$ cat config.mk
export PLATFORM = sky130hd
export DESIGN_NAME = mac_unit_wave_seq
export DESIGN_NICKNAME = d
export VERILOG_FILES = /design/src/rtl/mac_unit_wave_seq.sv
export SDC_FILE = /design/constraint.sdc
export NUM_CORES = 1
export LEC_CHECK = 0
export CAP_MARGIN = 15
export CORE_MARGIN = 3
export CORE_UTILIZATION = 54
export DETAILED_ROUTE_END_ITERATION = 7
export HOLD_SLACK_MARGIN = 0.08
export PLACE_DENSITY = 0.83
export SETUP_SLACK_MARGIN = 0.1
export SYNTH_ARGS = -nofsm -noshare
export SYNTH_HDL_FRONTEND = slang
export SYNTH_SLANG_ARGS = --single-unit
$ cat constraint.sdc
create_clock -name clk -period 6.57 [get_ports clk]
set_input_delay 0.657 -clock clk [delete_from_list [all_inputs] [get_ports clk]]
set_output_delay 0.657 -clock clk [all_outputs]
set_load 0.02 [all_outputs]
$ cat src/rtl/mac_unit_wave_seq.sv
// Self-sequencing bit-serial MAC: accepts a tile of activations and sign-magnitude weights,
// walks the weight magnitude columns MSB first and returns the accumulated dot product.
// Optional build macro ZERO_COLUMN_SKIP_EN visits only the magnitude columns that have a set bit in some lane.
module mac_unit_wave_seq #(
    parameter int DATA_WIDTH   = 8,
    parameter int VEC_LENGTH   = 8,
    parameter int W_BITS       = 8,
    parameter int ACC_WIDTH    = DATA_WIDTH + 16,
    parameter int RESULT_WIDTH = 2 * DATA_WIDTH
) (
    input  logic                                   clk,
    input  logic                                   reset,
    input  logic                                   in_valid,
    output logic                                   in_ready,
    input  logic [VEC_LENGTH-1:0][DATA_WIDTH-1:0]  act,
    input  logic [VEC_LENGTH-1:0]                  w_sign,
    input  logic [VEC_LENGTH-1:0][W_BITS-2:0]      w_mag,
    input  logic                                   load_accum,
    input  logic [ACC_WIDTH-1:0]                   accum_prev,
    output logic                                   out_valid,
    input  logic                                   out_ready,
    output logic [ACC_WIDTH-1:0]                   acc_out,
    output logic [RESULT_WIDTH-1:0]                result
);

    localparam int M          = W_BITS - 1;
    localparam int COL_W      = (M > 1) ? $clog2(M) : 1;
    localparam int TERM_W     = DATA_WIDTH + 1;
    localparam int PSUM_W     = TERM_W + $clog2(VEC_LENGTH);
    localparam int PSUM_REG_W = PSUM_W + M - 1;

    typedef enum logic [1:0] {
        IDLE,
        COMPUTE,
        DRAIN,
        DONE
    } state_t;

    state_t state, state_next;
    logic   accept;

    logic [VEC_LENGTH-1:0][DATA_WIDTH-1:0] act_r;
    logic [VEC_LENGTH-1:0]                 w_sign_r;
    logic [VEC_LENGTH-1:0][W_BITS-2:0]     w_mag_r;

    logic [COL_W-1:0] col, col_next, start_col;
    logic             last_col, start_empty;

    logic signed [ACC_WIDTH-1:0]  acc;
    logic signed [ACC_WIDTH-1:0]  acc_inc;
    logic signed [PSUM_W-1:0]     psum;
    logic signed [PSUM_W-1:0]     tree [VEC_LENGTH];
    logic signed [PSUM_REG_W-1:0] psum_reg, psum_shift;

`ifdef ZERO_COLUMN_SKIP_EN
    logic [M-1:0] in_mask, start_rem, rem_mask, rem_next;

    function automatic logic [COL_W-1:0] msb_index(input logic [M-1:0] m);
        logic [COL_W-1:0] idx;
        idx = '0;
        for (int i = 0; i < M; i++) begin
            if (m[i]) idx = COL_W'(i);
        end
        return idx;
    endfunction

    // Column sequencing follows the set bits of the OR-reduced magnitude mask, highest first.
    always_comb begin
        in_mask = '0;
        for (int j = 0; j < VEC_LENGTH; j++) begin
            in_mask = in_mask | w_mag[j];
        end
        start_col   = msb_index(in_mask);
        start_rem   = in_mask & ~(M'(1) << start_col);
        start_empty = (in_mask == '0);
        col_next    = msb_index(rem_mask);
        rem_next    = rem_mask & ~(M'(1) << col_next);
        last_col    = (rem_mask == '0);
    end
`else
    always_comb begin
        start_col   = COL_W'(M - 1);
        start_empty = 1'b0;
        col_next    = col - COL_W'(1);
        last_col    = (col == '0);
    end
`endif

    // State register.
    always_ff @(posedge clk) begin
        if (reset) state <= IDLE;
        else       state <= state_next;
    end

    // NOTE: every output of this block is assigned a default first so no path can infer a latch.
    always_comb begin
        state_next = state;
        in_ready   = 1'b0;
        out_valid  = 1'b0;
        case (state)
            IDLE: begin
                in_ready = 1'b1;
                if (in_valid) state_next = start_empty ? DRAIN : COMPUTE;
            end
            COMPUTE: begin
                if (last_col) state_next = DRAIN;
            end
            DRAIN: begin
                state_next = DONE;
            end
            DONE: begin
                out_valid = 1'b1;
                in_ready  = out_ready;
                if (out_ready) begin
                    if (in_valid) state_next = start_empty ? DRAIN : COMPUTE;
                    else          state_next = IDLE;
                end
            end
            default: state_next = IDLE;
        endcase
    end

    assign accept = in_valid & in_ready;

    // Lane terms are one bit wider than the activation so negating the most negative value is exact.
    always_comb begin
        logic signed [TERM_W-1:0] act_ext;
        for (int j = 0; j < VEC_LENGTH; j++) begin
            act_ext = TERM_W'($signed(act_r[j]));
            if (w_mag_r[j][col]) begin
                if (w_sign_r[j]) tree[j] = PSUM_W'(-act_ext);
                else             tree[j] = PSUM_W'(act_ext);
            end else begin
                tree[j] = '0;
            end
        end
        for (int step = 1; step < VEC_LENGTH; step = step * 2) begin
            for (int k = 0; k < VEC_LENGTH; k = k + 2 * step) begin
                tree[k] = tree[k] + tree[k + step];
            end
        end
        psum       = tree[0];
        psum_shift = PSUM_REG_W'(psum) <<< col;
        acc_inc    = ACC_WIDTH'(psum_reg);
    end

    // NOTE: operand registers carry no reset; they are loaded on every accept before anything reads them.
    always_ff @(posedge clk) begin
        if (accept) begin
            act_r    <= act;
            w_sign_r <= w_sign;
            w_mag_r  <= w_mag;
        end
    end

    // psum_reg lags the column walk by one edge, so DRAIN folds in the final column.
    always_ff @(posedge clk) begin
        if (reset) begin
            acc      <= '0;
            psum_reg <= '0;
            col      <= '0;
`ifdef ZERO_COLUMN_SKIP_EN
            rem_mask <= '0;
`endif
        end else if (accept) begin
            acc      <= load_accum ? accum_prev : acc;
            psum_reg <= '0;
            col      <= start_col;
`ifdef ZERO_COLUMN_SKIP_EN
            rem_mask <= start_rem;
`endif
        end else if (state == COMPUTE) begin
            psum_reg <= psum_shift;
            acc      <= acc + acc_inc;
            col      <= col_next;
`ifdef ZERO_COLUMN_SKIP_EN
            rem_mask <= rem_next;
`endif
        end else if (state == DRAIN) begin
            acc <= acc + acc_inc;
        end
    end

    assign acc_out = acc;
    assign result  = acc[ACC_WIDTH-1 -: RESULT_WIDTH];

endmodule

* Word-level counts from Yosys, hierarchy flattened
Cells that the tools add are included. Widths: inputs -> output; s select.
Storage, ports and cells: memories kept 0, bits in latches 0, bits in writable memories 0, output and inout port bits 42, input bits 157, bits in read-only memories 0, bits in registers 175, word-level logic and storage cells 101
Operators by class: equal/unequal tests 7, mux-type cells 45, shift operators 1, bitwise logic cells 1, multipliers 0, div/mod/pow operators 0, add/subtract/negate cells 17, reductions and logical operators 7, order comparisons 1
Operators with widths (count):
- $mux 12 | 16
- $mux 24 | 4
- $neg 8->12 | 8
- $add 12x12->12 | 7
- $add 24x18->24 | 1
- $bmux 1 s3 | 8
- $sshl 12x3->18 | 1
- $mux 1 | 10
- $ne 2x2->1 const B | 4
- $pmux 2 s4 | 1
- $mux 2 | 3
- $mux 3 | 2
- $eq 2x2->1 const B | 2
- $lt 3x4->1 const B | 1
- $logic_not 3->1 | 1
- $reduce_and 3->1 | 1
- $reduce_bool 3->1 | 1
- $sub 3x1->3 const B | 1
- $eq 2x1->1 const B | 1
- $logic_not 2->1 | 1
- $pmux 1 s2 | 1
- $reduce_and 2->1 | 1
- $reduce_bool 2->1 | 1
- $reduce_or 2->1 | 1
- $and 1x1->1 | 1

* Logic depth before layout (Yosys ltp)
Gate-level depths: netlist of run 1.
depth after elaboration 7, depth in mapped cells 27

* Least setup slack after synthesis of run 1
No wires, ideal clock.
kind reg-to-reg, start reg col[1], end reg psum_reg[16], data required time 6484 ps, stages on the path, launching flop included 26, clock period less this slack 6034 ps, setup time 86 ps, data arrival time 5948 ps, buffers on the path 3, setup slack 536 ps, path through dfxtp_1 > buf_6 > buf_6 > nand2b_1 > mux4_2 > clkbuf_1 > or2_2 > fa_1 > inv_1 > fa_1 > fa_1 > inv_1 > fa_1 > inv_1 > ha_1 > fa_1 > a21o_1 > a21oi_1 > o21ai_0 > a21oi_1 > o21bai_1 > a21oi_1 > xnor2_1 > mux2i_1 > mux2_2 > a211oi_1
Between the ends: cells in the longest elaborated chain, start to end 7
RTL lines:
- from (decl) | RTL line 46 | logic [COL_W-1:0] col, col_next, start_col;
- from (signal assigned) | RTL line 168 | col <= start_col;
- from (signal assigned) | RTL line 175 | col <= col_next;
- $bmux 1 s3 | RTL line 130 | if (w_mag_r[j][col]) begin
- $mux 1 (implied by the code) | RTL line 130
- $mux 12 | RTL line 130
- $add 12x12->12 (3 in a row) | RTL line 139 | tree[k] = tree[k] + tree[k + step];
- $sshl 12x3->18 (*) | RTL line 143 | psum_shift = PSUM_REG_W'(psum) <<< col;
- to (signal assigned) | RTL line 173 | psum_reg <= psum_shift;
- to (decl) | RTL line 53 | logic signed [PSUM_REG_W-1:0] psum_reg, psum_shift;
Mark *: on every way between the ends. The rest lies on a longest branch, timed or not. The select of a mux whose other input is x is not followed. A chain may end at the register's enable or synchronous reset.

* Worst setup path in the final report of run 1
Same ends and word-level chain as after synthesis.

==> impl_metrics.csv, run 1 <==
group,metric,value,unit
layout,synthToLayoutAreaGrowth,25.29,%
run_status,status,"finished clean",
layout,drive_gt1_frac,0.07432,
layout,antennaDiodeCount,0,
global_routing,grt_pass1_vias,8943,
yosys,synthArstFlopShare,0,
global_routing,grt_max_degree,116,
setup_path,crit_path_end_kind,"register",
yosys,synth-xor-area-share,0.06315,
floorplanning,coreArea,21090,um2
route,dr.pass1.iters,6,
layout,final_common_cell,"clkdlybuf4s50_1",
setup_path,arrival,6540,ps
floorplanning,die-area,23370,um2
sta,finalHoldViolCount,0,
layout,design_area,14600,um2
yosys,synth-simple-area-share,0.1304,
setup_path,cp_slowest_cell,"mux4_2",
layout,multi_input_area,6242,um2
setup_path,path_cells,"buf_4 -> nand2b_1 -> mux4_2 -> or2_2 -> fa_1 -> inv_1 -> fa_1 -> fa_1 -> inv_1 -> fa_1 -> inv_1 -> ha_1 -> fa_1 -> a21o_1 -> a21oi_2 -> o21ai_0 -> a21oi_1 -> o21bai_1 -> a21oi_2 -> xnor2_1 -> mux2i_2 -> mux2_2 -> a211oi_1",
sta,relSlewSlack,0.3164,
yosys,syn_area,11650,um2
yosys,muxShareOfSynthArea,0.04779,
global_routing,gr-usage-met2,0.4234,
floorplanning,rows,53,
place,dp_hpwl,21.67,mm
yosys,synth_top_family_by_area,"adder cells",
route,vias_per_cell,5.494,
yosys,synth-adder-area-share,0.1626,
floorplanning,die_w,152.9,um
place,numPortBuffers,198,
setup_path,crit_fanout,11,
layout,largest_reg_flops,64,
yosys,synth_cell_types,65,
floorplanning,fp.dieH,152.9,um
global_routing,met1_usage,0.2910,
setup_path,path_class,"reg -> reg",
route,num_vias,8829,
setup_path,cp-start-kind,"register",
yosys,ys_dominant_reg_cell,"edfxtp_1",
route,drtIter0Drc,503,
setup_path,path_delay_family,"adder cells",
yosys,seq_area_frac_synth,0.4107,
layout,fillCellCount,1558,
sta,timing.hold.ws,486.9,ps
sta,slew_violations,0,
global_routing,grt_pass1_wl,44.62,mm
global_routing,grt_usage,0.2383,
global_routing,antenna_found_initial,0,
global_routing,grtUsageMet3,0.04728,
cts,cts_root_buffer,"clkbuf_16",
route,drc,0,
cts,cts_tree,"done",
yosys,syn-num-nets,1403,
yosys,syn-instance-count,1133,
cts,clock_path_buffers,2,
place,placed_cell_area,13840,um2
sta,tightest_slew,1025,ps
yosys,ys_warn_count,0,
sta,setup_viol,0,
route,routed_wl,27.94,mm
setup_path,critPathMostFrequentCell,"fa_1",
yosys,synth.avg_cell_area,10.28,um2
yosys,synth_compound_area_frac,0.1260,
setup_path,crit_buf_inv,4,
cts,cts_buffers,17,
layout,nNetsFinal,1589,
floorplanning,start_util,0.5525,
sta,fmax,0.1616,GHz
route,post_drt_wl_per_cell,17.39,um
place,gp_congestion,0.9246,
cts,clk_pin_slew,70,ps
global_routing,gr-total-overflow,0,
sta,period_share,0.9421,
setup_path,cp.required,6920,ps
cts,clkSinkCount,175,
sta,fin_skew,11.90,ps
sta,fin_tns_setup,0,ps
run,cap_violations,0,
cts,htreeDepth,4,
yosys,synth_edf_count,128,
yosys,ys_ff_latch,175,
layout,final_core_util,0.6922,
layout,seq_area,4790,um2
setup_path,cpPeakStageDelay,570,ps
min_path,hp-class,"reg -> reg",
sta,period_minus_slack,6190,ps
floorplanning,io_pins,199,
route,ant_nets,0,
layout,layout_common_cells,"clkdlybuf4s50_1 (198), edfxtp_1 (128), nor2_1 (115)",
global_routing,busiest_layer,"met2",
cts,clock_latency,440,ps
sta,rsz0062_at_grt,"yes",
layout,largest_register,"act_r",
-- cells in the mapped netlist, drive strengths merged (3+ instances only) --
master / n / area [um2]
xnor2: 32 / 280.3
a311oi: 8 / 70.07
nand2b: 19 / 118.9
nor2b: 23 / 143.9
inv: 101 / 379.1
nor3: 18 / 90.09
o31ai: 13 / 97.59
ha: 49 / 613.1
nand2: 101 / 379.1
o21a: 3 / 22.52
a221oi: 3 / 26.28
nor2: 118 / 442.9
dfxtp: 47 / 940.9
a21o: 17 / 127.6
a211oi: 15 / 112.6
a21oi: 62 / 325.3
a31oi: 8 / 50.05
buf: 24 / 181.4
o221ai: 6 / 70.07
o21ai: 47 / 239.0
xor2: 45 / 409.1
and2: 3 / 18.77
or2: 7 / 43.79
o211ai: 7 / 52.55
o21bai: 10 / 75.07
nor4: 3 / 18.77
mux4: 4 / 90.09
edfxtp: 128 / 3844
mux2: 5 / 56.30
or3: 12 / 75.07
mux2i: 41 / 410.4
or4: 6 / 45.04
and3: 6 / 37.54
clkbuf: 32 / 120.1
fa: 64 / 1281
clkinv: 3 / 11.26
a22oi: 8 / 60.06
nand3: 10 / 50.05
-- area by class of cell --
cell class / count / share of cell area
clock buffer: 17 / 0.02914
sequential: 175 / 0.3281
inverter: 104 / 0.02709
timing repair buffer: 223 / 0.1495
clock inverter: 15 / 0.01492
multi-input combinational: 798 / 0.4277
tap: 275 / 0.02357
-- final timing paths --
check / startpoint / end / slack (ps) / depth (start not counted)
setup / recovery: col[1]$_SDFFE_PP0P_ / psum_reg[16]$_SDFFE_PP0P_ / 380 / 23
setup reg to reg: col[1]$_SDFFE_PP0P_ / psum_reg[16]$_SDFFE_PP0P_ / 380 / 23
hold reg to reg: psum_reg[8]$_SDFFE_PP0P_ / psum_reg[8]$_SDFFE_PP0P_ / 490 / 2
hold / removal: psum_reg[8]$_SDFFE_PP0P_ / psum_reg[8]$_SDFFE_PP0P_ / 490 / 2
-- worst register-to-register path, delay by kind of cell, from the launching register on --
kind | cells | cell delay [ps]
AND/OR/NAND/NOR | 2 | 510
flip-flops | 1 | 400
buffers and inverters | 4 | 370
XOR/XNOR | 1 | 180
adder cells (fa/ha/maj) | 6 | 2460
AO/OA/AOI/OAI | 7 | 1230
multiplexers | 3 | 990
-- per-stage QoR --
stage	setup WS, ps	std cells
2_1_floorplan	536.5	1133
3_3_place_gp	196.6	1569
3_5_place_dp	-2.375	1569
4_1_cts	114.2	1601
5_1_grt	48.80	1607
6_report	380.3	1607
-- repair_timing --
action                                  4_1_cts  5_1_grt
buffers inserted                              0        6
gates resized for setup                       2       15
hold buffers                                  0        0
endpoints found under the setup margin        7        9
pin swaps                                     0        2
-- logic make-up after synthesis --
family / Yosys count
AND/OR/NAND/NOR: 333
AO/OA/AOI/OAI: 223
flip-flops: 175
buffers and inverters: 160
adder cells (fa/ha/maj): 113
XOR/XNOR: 79
multiplexers: 50
-- per-layer routing --
layer  up-vias  wire [um]  part of all wire
met2       279      14320              0.51
met1      4200      11150              0.40
met4         0        901             0.032
met5         -          0                 0
li1       4294          -                 -
met3        56       1567             0.056
Power of run 1 is left out: the tool's default activity adds up to more than one toggle a clock period on the data nets, which glitch-free logic cannot reach.
==> inputs of run 2 (changes only) <==
--- a/config.mk
+++ b/config.mk
@@ -6,7 +6,7 @@
 export NUM_CORES = 1
 export LEC_CHECK = 0
 export CAP_MARGIN = 15
-export CORE_MARGIN = 3
+export CORE_MARGIN = 2
 export CORE_UTILIZATION = 54
 export DETAILED_ROUTE_END_ITERATION = 7
 export HOLD_SLACK_MARGIN = 0.08
==> impl_metrics.csv, run 2 (same netlist as run 1, synthesis figures left out) <==
group,metric,value,unit
global_routing,gr-total-overflow,0,
setup_path,arrival,6500,ps
floorplanning,rows,53,
floorplanning,coreArea,21090,um2
layout,multi_input_area,6243,um2
layout,largest_register,"act_r",
place,placed_cell_area,13840,um2
global_routing,grt_pass1_vias,8861,
setup_path,cp-start-kind,"register",
layout,design_area,14600,um2
setup_path,crit_fanout,21,
sta,fmax,0.1625,GHz
floorplanning,die_w,150.9,um
sta,relSlewSlack,0.3136,
layout,final_core_util,0.6923,
cts,cts_tree,"done",
sta,period_share,0.9367,
route,drc,0,
sta,tightest_slew,1030,ps
setup_path,cpPeakStageDelay,540,ps
min_path,hp-class,"reg -> reg",
global_routing,grt_usage,0.2476,
layout,drive_gt1_frac,0.07485,
place,gp_congestion,0.9451,
global_routing,busiest_layer,"met2",
cts,clk_pin_slew,70,ps
global_routing,met1_usage,0.3023,
layout,nNetsFinal,1593,
sta,fin_tns_setup,0,ps
sta,fin_skew,15.07,ps
floorplanning,die-area,22760,um2
setup_path,cp_slowest_cell,"fa_1",
floorplanning,fp.dieH,150.9,um
cts,clkSinkCount,175,
global_routing,grtUsageMet3,0.03584,
global_routing,grt_max_degree,118,
sta,slew_violations,0,
sta,rsz0062_at_grt,"no",
setup_path,path_delay_family,"adder cells",
route,post_drt_wl_per_cell,17.12,um
cts,cts_root_buffer,"clkbuf_16",
route,vias_per_cell,5.529,
place,numPortBuffers,198,
sta,setup_viol,0,
sta,period_minus_slack,6154,ps
cts,htreeDepth,4,
floorplanning,io_pins,199,
layout,synthToLayoutAreaGrowth,25.31,%
layout,final_common_cell,"clkdlybuf4s50_1",
cts,cts_buffers,17,
layout,fillCellCount,1547,
setup_path,critPathMostFrequentCell,"fa_1",
place,dp_hpwl,21.10,mm
global_routing,grt_pass1_wl,43.50,mm
global_routing,gr-usage-met2,0.4375,
route,ant_nets,0,
run,cap_violations,0,
layout,seq_area,4787,um2
setup_path,cp.required,6920,ps
setup_path,path_class,"reg -> reg",
setup_path,crit_buf_inv,5,
layout,largest_reg_flops,64,
cts,clock_path_buffers,2,
layout,antennaDiodeCount,0,
route,drtIter0Drc,558,
layout,layout_common_cells,"clkdlybuf4s50_1 (198), edfxtp_1 (128), nor2_1 (118)",
route,routed_wl,27.59,mm
route,num_vias,8908,
global_routing,antenna_found_initial,0,
floorplanning,start_util,0.5525,
route,dr.pass1.iters,4,
cts,clock_latency,440,ps
setup_path,crit_path_end_kind,"register",
sta,finalHoldViolCount,0,
run_status,status,"finished clean",
cts,hold_buffers,0,
run 2: cell count changes in the layout (fill, tap and decap cells not counted), sizes merged:
cell | previous run | this run
bufinv | 3 | 2
buf | 25 | 28
clkbuf | 17 | 19
clkinvlp | 1 | 2
clkinv | 6 | 4
inv | 109 | 110
run 2: worst min-delay path: stages, from the launching register on:
cell and delay [ps]:
dfxtp_1 320, nand2_1 60, a21oi_1 50
run 2: path summary, 6_finish.rpt:
path | from | end | slack [ps] | depth (start not counted)
max | col[1]$_SDFFE_PP0P_ | psum_reg[16]$_SDFFE_PP0P_ | 420 | 25
min | psum_reg[8]$_SDFFE_PP0P_ | psum_reg[8]$_SDFFE_PP0P_ | 470 | 2
max reg2reg | col[1]$_SDFFE_PP0P_ | psum_reg[16]$_SDFFE_PP0P_ | 420 | 25
min reg2reg | psum_reg[8]$_SDFFE_PP0P_ | psum_reg[8]$_SDFFE_PP0P_ | 470 | 2
run 2: repair_timing:
item	4_1_cts	5_1_grt
buffers inserted	0	9
gates resized for setup	0	15
endpoints found under the setup margin	0	9
endpoints found under the hold margin	0	0
run 2: cell type report:
class / instances / share of cell area
clock inverter: 14 / 0.01166
sequential: 175 / 0.3279
clock buffer: 18 / 0.02940
inverter: 104 / 0.02708
timing repair buffer: 227 / 0.1527
tap: 275 / 0.02357
multi-input combinational: 798 / 0.4277
run 2: metrics by stage:
step	instances	setup slack [ps]	hold slack [ps]
after floorplan	1133	536.5	444.8
after global placement	1569	367.4	460.4
after detailed placement	1569	172.0	465.3
after CTS	1601	114.8	473.4
after global routing	1611	37.39	499.7
final	1611	415.7	469.5
run 2: per-layer routing:
metal	part of all wire	vias to the layer above	routed length, um
met5	0	-	0
met4	0.037	0	1030
met3	0.055	69	1506
met2	0.51	322	14060
met1	0.40	4210	10990
li1	-	4307	-
Power of run 2 is left out for the same reason.
